[src/rtl/vm_change_dispenser_pkg.sv]
// Shared definitions for the change dispenser: FSM state encoding and
// the value of each coin denomination expressed in 5-unit steps.
package vm_change_dispenser_pkg;

    typedef enum logic [2:0] {
        ST_IDLE,
        ST_SELECT,
        ST_EJECT,
        ST_GAP,
        ST_DONE
    } state_e;

    localparam int UNITS_CINCO = 1;
    localparam int UNITS_DIEZ  = 2;

endpackage

[src/rtl/vm_change_dispenser_if.sv]
// Request/eject/inventory bundle between the vending FSM side (master)
// and the change dispenser (slave).
interface vm_change_dispenser_if #(
    parameter int AMT_W = 4,
    parameter int INV_W = 8
);
    logic             req_valid;
    logic [AMT_W-1:0] req_units;
    logic             req_ready;
    logic             out_cinco;
    logic             out_diez;
    logic             busy;
    logic             done;
    logic             short;
    logic [AMT_W-1:0] paid_units;
    logic             refill_cinco;
    logic             refill_diez;
    logic [INV_W-1:0] cnt_cinco;
    logic [INV_W-1:0] cnt_diez;

    modport master (
        output req_valid, req_units, refill_cinco, refill_diez,
        input  req_ready, out_cinco, out_diez, busy, done, short,
               paid_units, cnt_cinco, cnt_diez
    );

    modport slave (
        input  req_valid, req_units, refill_cinco, refill_diez,
        output req_ready, out_cinco, out_diez, busy, done, short,
               paid_units, cnt_cinco, cnt_diez
    );
endinterface

[src/rtl/vm_change_dispenser_coin_counter.sv]
// Saturating coin inventory counter: counts up on refill (clamped at the
// maximum), down on eject (never below zero); simultaneous refill and
// eject leave the count unchanged. Resets asynchronously to INIT.
module vm_coin_counter #(
    parameter int INV_W = 8,
    parameter int INIT  = 20
) (
    input  logic             clk,
    input  logic             rst,
    input  logic             inc,
    input  logic             dec,
    output logic [INV_W-1:0] count,
    output logic             nonzero
);
    localparam logic [INV_W-1:0] MAX_COUNT  = '1;
    localparam logic [INV_W-1:0] INIT_COUNT = INV_W'(INIT);

    logic [INV_W-1:0] count_q, count_d;

    // Next count: saturating increment, floor-at-zero decrement
    always_comb begin
        count_d = count_q;
        if (inc && !dec) begin
            if (count_q != MAX_COUNT) begin
                count_d = count_q + INV_W'(1);
            end
        end else if (dec && !inc) begin
            if (count_q != '0) begin
                count_d = count_q - INV_W'(1);
            end
        end
    end

    // Inventory register, loaded with the initial stock on reset
    always_ff @(posedge clk or posedge rst) begin
        if (rst) begin
            count_q <= INIT_COUNT;
        end else begin
            count_q <= count_d;
        end
    end

    assign count   = count_q;
    assign nonzero = (count_q != '0);
endmodule

[src/rtl/vm_change_dispenser.sv]
// Change dispenser: accepts a change amount in 5-unit steps and ejects
// 10 and 5 coins greedily (10 first) as single-cycle pulses, with a
// settle gap after each eject. Define VM_CHANGE_INVENTORY_EN to track
// coin stock, accept refills and flag requests that cannot be paid in full.
module vm_change_dispenser
    import vm_change_dispenser_pkg::*;
#(
    parameter int AMT_W          = 4,
    parameter int GAP_CYCLES     = 4,
    parameter int INV_W          = 8,
    parameter int INV_INIT_CINCO = 20,
    parameter int INV_INIT_DIEZ  = 20
) (
    input logic                 clk,
    input logic                 rst,
    vm_change_dispenser_if.slave bus
);
    localparam int GAP_W = $clog2(GAP_CYCLES + 1);

    state_e           state_q, state_d;
    logic [AMT_W-1:0] rem_q, rem_d;
    logic [AMT_W-1:0] paid_q, paid_d;
    logic             sel_diez_q, sel_diez_d;
    logic             short_q, short_d;
    logic [GAP_W-1:0] gap_q, gap_d;
    logic             cinco_avail;
    logic             diez_avail;

`ifdef VM_CHANGE_INVENTORY_EN
    logic eject_cinco;
    logic eject_diez;

    assign eject_cinco = (state_q == ST_EJECT) && !sel_diez_q;
    assign eject_diez  = (state_q == ST_EJECT) && sel_diez_q;

    vm_coin_counter #(.INV_W(INV_W), .INIT(INV_INIT_CINCO)) u_cnt_cinco (
        .clk     (clk),
        .rst     (rst),
        .inc     (bus.refill_cinco),
        .dec     (eject_cinco),
        .count   (bus.cnt_cinco),
        .nonzero (cinco_avail)
    );

    vm_coin_counter #(.INV_W(INV_W), .INIT(INV_INIT_DIEZ)) u_cnt_diez (
        .clk     (clk),
        .rst     (rst),
        .inc     (bus.refill_diez),
        .dec     (eject_diez),
        .count   (bus.cnt_diez),
        .nonzero (diez_avail)
    );
`else
    localparam int unused_inv_init = INV_INIT_CINCO + INV_INIT_DIEZ;
    logic unused_refill;

    assign unused_refill = bus.refill_cinco ^ bus.refill_diez;
    assign cinco_avail   = 1'b1;
    assign diez_avail    = 1'b1;
    assign bus.cnt_cinco = '0;
    assign bus.cnt_diez  = '0;
`endif

    // Greedy selection, eject bookkeeping and settle-gap sequencing
    always_comb begin
        state_d    = state_q;
        rem_d      = rem_q;
        paid_d     = paid_q;
        sel_diez_d = sel_diez_q;
        short_d    = short_q;
        gap_d      = gap_q;
        unique case (state_q)
            ST_IDLE: begin
                if (bus.req_valid) begin
                    rem_d   = bus.req_units;
                    paid_d  = '0;
                    short_d = 1'b0;
                    state_d = ST_SELECT;
                end
            end
            ST_SELECT: begin
                if (rem_q >= AMT_W'(UNITS_DIEZ) && diez_avail) begin
                    sel_diez_d = 1'b1;
                    state_d    = ST_EJECT;
                end else if (rem_q >= AMT_W'(UNITS_CINCO) && cinco_avail) begin
                    sel_diez_d = 1'b0;
                    state_d    = ST_EJECT;
                end else begin
                    short_d = (rem_q != '0);
                    state_d = ST_DONE;
                end
            end
            ST_EJECT: begin
                if (sel_diez_q) begin
                    rem_d  = rem_q - AMT_W'(UNITS_DIEZ);
                    paid_d = paid_q + AMT_W'(UNITS_DIEZ);
                end else begin
                    rem_d  = rem_q - AMT_W'(UNITS_CINCO);
                    paid_d = paid_q + AMT_W'(UNITS_CINCO);
                end
                gap_d   = GAP_W'(GAP_CYCLES);
                state_d = ST_GAP;
            end
            ST_GAP: begin
                if (gap_q <= GAP_W'(1)) begin
                    state_d = ST_SELECT;
                end else begin
                    gap_d = gap_q - GAP_W'(1);
                end
            end
            ST_DONE: begin
                state_d = ST_IDLE;
            end
            default: begin
                state_d = ST_IDLE;
            end
        endcase
    end

    // State and datapath registers; reset aborts any request in flight
    always_ff @(posedge clk or posedge rst) begin
        if (rst) begin
            state_q    <= ST_IDLE;
            rem_q      <= '0;
            paid_q     <= '0;
            sel_diez_q <= 1'b0;
            short_q    <= 1'b0;
            gap_q      <= '0;
        end else begin
            state_q    <= state_d;
            rem_q      <= rem_d;
            paid_q     <= paid_d;
            sel_diez_q <= sel_diez_d;
            short_q    <= short_d;
            gap_q      <= gap_d;
        end
    end

    assign bus.req_ready  = (state_q == ST_IDLE);
    assign bus.busy       = (state_q != ST_IDLE);
    assign bus.out_diez   = (state_q == ST_EJECT) && sel_diez_q;
    assign bus.out_cinco  = (state_q == ST_EJECT) && !sel_diez_q;
    assign bus.done       = (state_q == ST_DONE);
    assign bus.short      = (state_q == ST_DONE) && short_q;
    assign bus.paid_units = paid_q;
endmodule

[src/flat_wrapper.sv]
// flat-port wrapper written by rule: the top's interface ports become plain ports
module vm_change_dispenser_flat import vm_change_dispenser_pkg::*;
#(
    parameter int AMT_W          = 4,
    parameter int GAP_CYCLES     = 4,
    parameter int INV_W          = 8,
    parameter int INV_INIT_CINCO = 20,
    parameter int INV_INIT_DIEZ  = 20
)
  (clk, rst, bus_req_valid, bus_req_units, bus_refill_cinco, bus_refill_diez, bus_req_ready, bus_out_cinco, bus_out_diez, bus_busy, bus_done, bus_short, bus_paid_units, bus_cnt_cinco, bus_cnt_diez);
  vm_change_dispenser_if #(.AMT_W(AMT_W), .INV_W(INV_W)) bus_i ();
  input logic clk;
  input logic rst;
  input wire logic [$bits(bus_i.req_valid)-1:0] bus_req_valid;
  input wire logic [$bits(bus_i.req_units)-1:0] bus_req_units;
  input wire logic [$bits(bus_i.refill_cinco)-1:0] bus_refill_cinco;
  input wire logic [$bits(bus_i.refill_diez)-1:0] bus_refill_diez;
  output wire logic [$bits(bus_i.req_ready)-1:0] bus_req_ready;
  output wire logic [$bits(bus_i.out_cinco)-1:0] bus_out_cinco;
  output wire logic [$bits(bus_i.out_diez)-1:0] bus_out_diez;
  output wire logic [$bits(bus_i.busy)-1:0] bus_busy;
  output wire logic [$bits(bus_i.done)-1:0] bus_done;
  output wire logic [$bits(bus_i.short)-1:0] bus_short;
  output wire logic [$bits(bus_i.paid_units)-1:0] bus_paid_units;
  output wire logic [$bits(bus_i.cnt_cinco)-1:0] bus_cnt_cinco;
  output wire logic [$bits(bus_i.cnt_diez)-1:0] bus_cnt_diez;
  assign bus_i.req_valid = bus_req_valid;
  assign bus_i.req_units = bus_req_units;
  assign bus_i.refill_cinco = bus_refill_cinco;
  assign bus_i.refill_diez = bus_refill_diez;
  assign bus_req_ready = bus_i.req_ready;
  assign bus_out_cinco = bus_i.out_cinco;
  assign bus_out_diez = bus_i.out_diez;
  assign bus_busy = bus_i.busy;
  assign bus_done = bus_i.done;
  assign bus_short = bus_i.short;
  assign bus_paid_units = bus_i.paid_units;
  assign bus_cnt_cinco = bus_i.cnt_cinco;
  assign bus_cnt_diez = bus_i.cnt_diez;
  vm_change_dispenser #(.AMT_W(AMT_W), .GAP_CYCLES(GAP_CYCLES), .INV_W(INV_W), .INV_INIT_CINCO(INV_INIT_CINCO), .INV_INIT_DIEZ(INV_INIT_DIEZ)) u_core (.clk(clk), .rst(rst), .bus(bus_i));
endmodule
[config.mk]
export PLATFORM = sky130hd
export DESIGN_NAME = vm_change_dispenser_flat
export DESIGN_NICKNAME = d
export VERILOG_FILES = /design/src/rtl/vm_change_dispenser_pkg.sv /design/src/rtl/vm_change_dispenser_if.sv /design/src/rtl/vm_change_dispenser_coin_counter.sv /design/src/rtl/vm_change_dispenser.sv /design/src/flat_wrapper.sv
export SDC_FILE = /design/constraint.sdc
export NUM_CORES = 1
export LEC_CHECK = 0
export CAP_MARGIN = 20
export CORE_MARGIN = 2
export CORE_UTILIZATION = 40
export DETAILED_ROUTE_END_ITERATION = 6
export GPL_TIMING_DRIVEN = 0
export PLACE_DENSITY = 0.76
export SYNTH_ARGS = -nofsm -noshare
export SYNTH_HDL_FRONTEND = slang
export SYNTH_HIERARCHICAL = 1
export SYNTH_SLANG_ARGS = --single-unit
[constraint.sdc]
create_clock -name clk -period 3.1 [get_ports clk]
set_clock_uncertainty 0.05 [all_clocks]
set_input_delay 0.465 -clock clk [delete_from_list [all_inputs] [get_ports clk]]
set_output_delay 0.465 -clock clk [all_outputs]
set_load 0.02 [all_outputs]
==> out/qor.csv, run 1 <==
stage,metric,value,unit
clocking,worst skew pair latency,0.29,ns
die,initial core utilization,42.2,%
sta,Pins Over Slew Limit,0,
route,routed wire length per instance,12.2,µm
global_routing,number of global-route vias before repair,875,
yosys,Synth async-reset ratio,100,%
outcome,status,"finished, final reports clean",
critical_path,slowest CP cell,or4b_2,
yosys,Synth area leader,dfrtp_1,
route,Via density,4.86,
layout,design area,1470,µm²
clocking,Clock transition at path regs,0.10,ns
sta,final setup vio count,0,
yosys,Post-synth EDFFs,0,
yosys,Post-synth top flop,dfrtp_1,
yosys,mapped cell area,1170,µm²
clocking,root buffer cell,clkbuf_4,
sta,final setup TNS,0,ns
yosys,Post-synth top cells,"buf_4 (18), dfrtp_1 (16), inv_1 (12)",
critical_path,Critical Path Start Type,flip-flop,
die,die area,3390,µm²
global_routing,initial antenna violation count,0,
yosys,register bit total from synthesis,16,
layout,Antenna diodes,0,
pwr,Psw,0.000566,W
pwr,worst vdd ir,0.495,mV
clocking,CTS tree,done,
pwr,Seq pwr share,30.0,%
clocking,Post-CTS Hold Fix Bufs,0,
layout,Final Core Density,52.7,%
yosys,Gate Count Post-Synth,121,
route,WL final,2290,µm
pwr,switching share of total power,43.0,%
route,DRC violation count after routing,0,
placed_design,IO buf count,16,
route,ANT nets after route,0,
pwr,Logic pwr share,59.4,%
pwr,pwr/cell area,898,nW/µm²
critical_path,CP arrival,2.26,ns
placed_design,Post-DP Area,1430,µm²
clocking,CTS Buf Count,3,
pwr,Pleak,0.733,nW
yosys,Synth cell types,44,
global_routing,gr usage total,15.0,%
sta,Rel. slew slack,36.7,%
yosys,top-count cell post-synth,buf_4,
sta,final hold slack,0.494,ns
pwr,Overall Power,0.00132,W
die,row cnt,19,
route,via count,909,
sta,post-route minimum period,2.78,ns
global_routing,GRT overflow,0,
route,Initial DRC Count,21,
route,drt pass-1 iters,4,
critical_path,slowest cell delay on critical path,0.71,ns
clocking,H-tree levels,1,
layout,area delta synth->final,24.8,%
sta,unrepaired setup endpoints after global routing,false,
sta,Final period util,89.6,%
yosys,post-synth top area share,34.1,%
placed_design,DP HPWL,1790,µm
clocking,clock sink total,16,
critical_path,crit path cell chain,"buf_4, or4b_2, inv_1, clkdlybuf4s50_1",
critical_path,"Req. time, crit path",2.58,ns
die,Die Width,58.2,µm
critical_path,critical path endpoint category,output port,
clocking,setup repair bufs after CTS,0,
global_routing,global-route wire length before repair,3880,µm
yosys,Area contributors post-synth,"dfrtp_1 (34%), buf_4 (12%), ha_1 (11%), inv_1 (3.8%), a22o_1 (3.0%)",
placed_design,RePlAce Congestion,0.812,
layout,share of cells above drive strength 1,20.5,%
critical_path,CP Max Fanout,10,
sta,Worst-Margin Slew,0.936,ns
clocking,Post-CTS Resized,0,
yosys,yosys warns,6,
pwr,clock power share,10.6,%
layout,Final nets,176,
sta,Final Hold Viols,0,
layout,Filler cells,277,
die,Die Ht,58.2,µm
pwr,Int Pwr,0.000751,W
yosys,register area share after synthesis,34.1,%
global_routing,largest net degree at the start of global routing,17,
min_path,Worst Hold Class,in -> async,
clocking,maximum root-to-sink buffer count,2,
critical_path,CP Class,reg -> out,
die,num ports,35,
flow_run,max cap viols,0,
die,core area,2780,µm²
yosys,syn_area_per_cell,9.71,µm²
sta,highest clock rate,360,MHz
final cells by class:
cell class	instances	area, µm²	share of cell area [%]
buffer	20	150	10.2
multi-input combinational	88	636	43.3
clock buffer	4	36.3	2.47
inverter	12	45.0	3.07
timing repair buffer	16	160	10.9
tap	31	38.8	2.65
sequential	16	400	27.3
through the flow:
| step | setup slack (ns) | cells |
|---|---|---|
| after floorplan | 1.20 | 136 |
| after global placement | 0.570 | 183 |
| after detailed placement | 0.526 | 183 |
| after CTS | 0.308 | 187 |
| after global routing | 0.192 | 187 |
| final | 0.322 | 187 |
critical path, delay by kind of cell, from the launching register on:
family | cells | cell delay [ns]
simple gates | 1 | 0.71
flops | 1 | 0.40
buf+inv | 3 | 0.87
routing by layer:
layer  vias up  routed length, µm  global-route usage, %
met5         -                  0                      0
met4         0                 76                   9.97
met3         8                111                   2.68
li1        465                  -                      -
met2        29               1080                   23.7
met1       407               1020                   18.7
final timing paths:
kind                            slack, ns              start  cells past startpoint                       end
max in group asynchronous            2.12                rst                      2  u_core/bus.paid_units[2]
worst min register to register       0.50    u_core/gap_q[1]                      1           u_core/gap_q[1]
worst max register to register       1.15  u_core/state_q[2]                      3  u_core/bus.paid_units[1]
min in group clk                     0.50    u_core/gap_q[1]                      1           u_core/gap_q[1]
worst min-delay path                 0.49                rst                      2           u_core/gap_q[0]
worst max-delay path                 0.32  u_core/state_q[2]                      4             bus_out_cinco
power groups by stage:
stage	clock network (W)	logic, W	registers [W]
global route	0.000158	0.000866	0.000410
detailed placement	0	0.000783	0.000399
global placement	0	0.000741	0.000394
floorplan	0	0.000557	0.000401
CTS	0.000146	0.000785	0.000395
finish	0.000140	0.000782	0.000395
placed cells by master (no fill, tap or decap), types with 2 or more instances in the layout:
cell type	netlist	layout
a21oi_1	2	2
a22o_1	4	4
and2_1	2	2
buf_4	18	18
clkbuf_4	0	3
clkdlybuf4s50_1	0	16
conb_1	1	16
dfrtp_1	16	16
ha_1	10	10
inv_1	12	12
mux2i_1	3	3
nand2_1	3	3
nand3_1	2	2
nor2_1	7	7
nor2b_1	2	2
nor3b_1	2	2
o211ai_1	2	2
o21ai_0	3	3
o31ai_1	3	3
or4b_2	2	2
xnor2_1	2	2
registers in the layout, summed over array words and instances, names as in the netlist:
register / count
u_core/bus.paid_units: 4
u_core/rem_q: 4
u_core/gap_q: 3
u_core/state_q: 3
u_core/sel_diez_q: 1
u_core/short_q: 1
cell families after synthesis:
group | count (synthesis) | share of synthesized area (%)
AOI/OAI and AO/OA | 25 | 16.5
other | 1 | 0.319
and+or+nand+nor | 31 | 16.8
buffers and inverters | 32 | 16.6
muxes | 4 | 3.51
xor gates and xnor gates | 2 | 1.49
DFF | 16 | 34.1
adders and majority gates | 10 | 10.6
Power figures use the tool's default switching activity.
==> run 2, diff against run 1 <==
CORE_MARGIN = 1   (was 2)
==> run 2 against run 1 <==
Compared with the run above:
- cell count stayed put
- non-clock buffer count stayed put
- sequential share of layout area stayed put
- largest power group unchanged
- highest routed layer unchanged
- core utilization is 0.45 points higher
- routed wire length is 2.1% lower
- maximum frequency is 0.20% higher
- hold slack better by 0.010 ns
- register-to-register slack worse by 0.14 ns
- total power is 1.1% lower
==> out/qor.csv, run 2 (synthesis gave the netlist of run 1 again) <==
stage,metric,value,unit,change
route,WL met2,1070,µm,-0.84%
global_routing,gr usage total,15.3,%,+0.28 points
layout,"commonest non-fill, non-tap cells in the layout","buf_4 (18), clkdlybuf4s50_1 (16), conb_1 (16), dfrtp_1 (16), inv_1 (12)",,
sta,final setup vio count,0,,unchanged
layout,area delta synth->final,24.8,%,unchanged
route,Top Metal Used,met4,,
pwr,Pleak,0.733,nW,unchanged
critical_path,crit path from,u_core/state_q[2],,
route,DRC violation count after routing,0,,unchanged
pwr,pwr/cell area,889,nW/µm²,-1.1%
global_routing,number of global-route vias before repair,857,,-2.1%
min_path,Hold Crit Start,u_core/gap_q[1],,
sta,Pins Over Slew Limit,0,,unchanged
min_path,Worst Hold Class,reg -> reg,,
route,routed wire length per instance,12.0,µm,-2.1%
clocking,Clock transition at path regs,0.09,ns,about the same
global_routing,global-route wire length before repair,3850,µm,-0.88%
pwr,Overall Power,0.00130,W,-1.1%
die,die area,3160,µm²,-6.8%
sta,highest clock rate,361,MHz,+0.20%
route,Initial DRC Count,13,,-38%
clocking,worst skew pair latency,0.27,ns,-0.02 ns
critical_path,CP arrival,2.26,ns,about the same
die,core area,2760,µm²,-0.85%
route,met1 wire length,1000,µm,-2.2%
sta,Worst-Margin Slew,1.10,ns,+0.167 ns
sta,final setup TNS,0,ns,unchanged
global_routing,largest net degree at the start of global routing,17,,unchanged
global_routing,initial antenna violation count,0,,unchanged
layout,"leading cell type in the layout, fill and taps excluded",buf_4,,
route,Via density,4.96,,+2.1%
sta,Worst Slack Setup Final,0.328,ns,+0.00561 ns
die,Die Width,56.2,µm,-3.4%
clocking,H-tree levels,1,,unchanged
clocking,Post-CTS Resized,0,,unchanged
critical_path,"Req. time, crit path",2.58,ns,about the same
global_routing,GRT overflow,0,,unchanged
critical_path,crit path cell chain,"buf_4, or4b_2, inv_1, clkdlybuf4s50_1",,
die,initial core utilization,42.6,%,+0.36 points
route,drt pass-1 iters,4,,unchanged
outcome,status,"finished, final reports clean",,
sta,unrepaired setup endpoints after global routing,false,,
critical_path,launching point of the worst reg2reg path,u_core/state_q[2],,
route,WL final,2240,µm,-2.1%
layout,Filler cells,268,,-3.2%
route,met3 wire length,126,µm,+14%
pwr,worst vdd ir,0.534,mV,+7.9%
critical_path,slowest cell delay on critical path,0.72,ns,about the same
critical_path,critical path endpoint category,output port,,
layout,Final nets,176,,unchanged
placed_design,IO buf count,16,,unchanged
critical_path,slowest CP cell,or4b_2,,
sta,Rel. slew slack,25.4,%,-11 points
clocking,maximum root-to-sink buffer count,2,,unchanged
die,row cnt,19,,unchanged
clocking,root buffer cell,clkbuf_4,,
route,via count,928,,+2.1%
die,num ports,35,,unchanged
clocking,setup repair bufs after CTS,0,,unchanged
sta,Final Hold Viols,0,,unchanged
clocking,clock sink total,16,,unchanged
layout,Antenna diodes,0,,unchanged
critical_path,Critical Path Start Type,flip-flop,,
die,Die Ht,56.2,µm,-3.4%
critical_path,CP Max Fanout,10,,unchanged
placed_design,RePlAce Congestion,0.767,,-5.6%
critical_path,CP Class,reg -> out,,
clocking,CTS tree,done,,
layout,share of cells above drive strength 1,20.5,%,unchanged
sta,post-route minimum period,2.77,ns,-0.00561 ns
placed_design,Place WS,0.482,ns,-0.0437 ns
clocking,Post-CTS Hold Fix Bufs,0,,unchanged
flow_run,max cap viols,0,,unchanged
placed_design,DP HPWL,1770,µm,-1.3%
clocking,CTS Buf Count,3,,unchanged
route,ANT nets after route,0,,unchanged
sta,Final period util,89.4,%,-0.18 points
==> run 2: cell counts in the layout (fill, tap and decap cells not counted) <==
Identical to the previous run, type by type.
==> run 2: layout make-up <==
type	count	area, µm²	share of cell area (%)
plain buffers	20	150	10.2
inverters	12	45.0	3.07
well taps	31	38.8	2.65
repair buffers	16	160	10.9
flip-flops and latches	16	400	27.3
clock buffers	4	36.3	2.47
multi-input cells	88	636	43.3
==> run 2: worst paths after layout <==
path	to	slack (ns)	cells past startpoint
setup / recovery	bus_out_cinco	0.33	4
hold / removal	u_core/gap_q[1]	0.50	1
setup reg to reg	u_core/rem_q[2]	1.01	3
hold reg to reg	u_core/gap_q[1]	0.50	1
max in group asynchronous	u_core/gap_q[1]	2.09	2
min in group asynchronous	u_core/bus.paid_units[0]	0.51	2
==> run 2: critical path, delay by kind of cell (launching register included) <==
kind | cells | cell delay [ns]
flops | 1 | 0.41
simple gates | 1 | 0.72
buf+inv | 3 | 0.85
==> run 2: power breakdown <==
part / switching, W / internal (W)
logic: 0.000399 / 0.000375
clock network: 0.0000597 / 0.0000713
registers: 0.0000944 / 0.000304
==> run 2: metal layers <==
metal  up-vias  track usage, %
met2        38            25.9
met4         0            6.97
li1        460               -
met1       426            19.6
met5         -               0
met3         4            1.63
==> run 2: through the flow <==
stage                     hold slack (ns)  std cells  util [%]  cell area, µm²
after global routing                0.517        187      53.2            1470
after CTS                           0.503        187      53.2            1470
after floorplan                     0.329        136         -            1230
final                               0.504        187      53.2            1470
after global placement              0.469        183      51.9            1430
after detailed placement            0.477        183      51.9            1430
==> run 3, diff against run 2 <==
GPL_ROUTABILITY_DRIVEN = 1   (was unset)
==> results of run 3 <==
The final DEF is identical to that of run 2; final timing and power are the same.
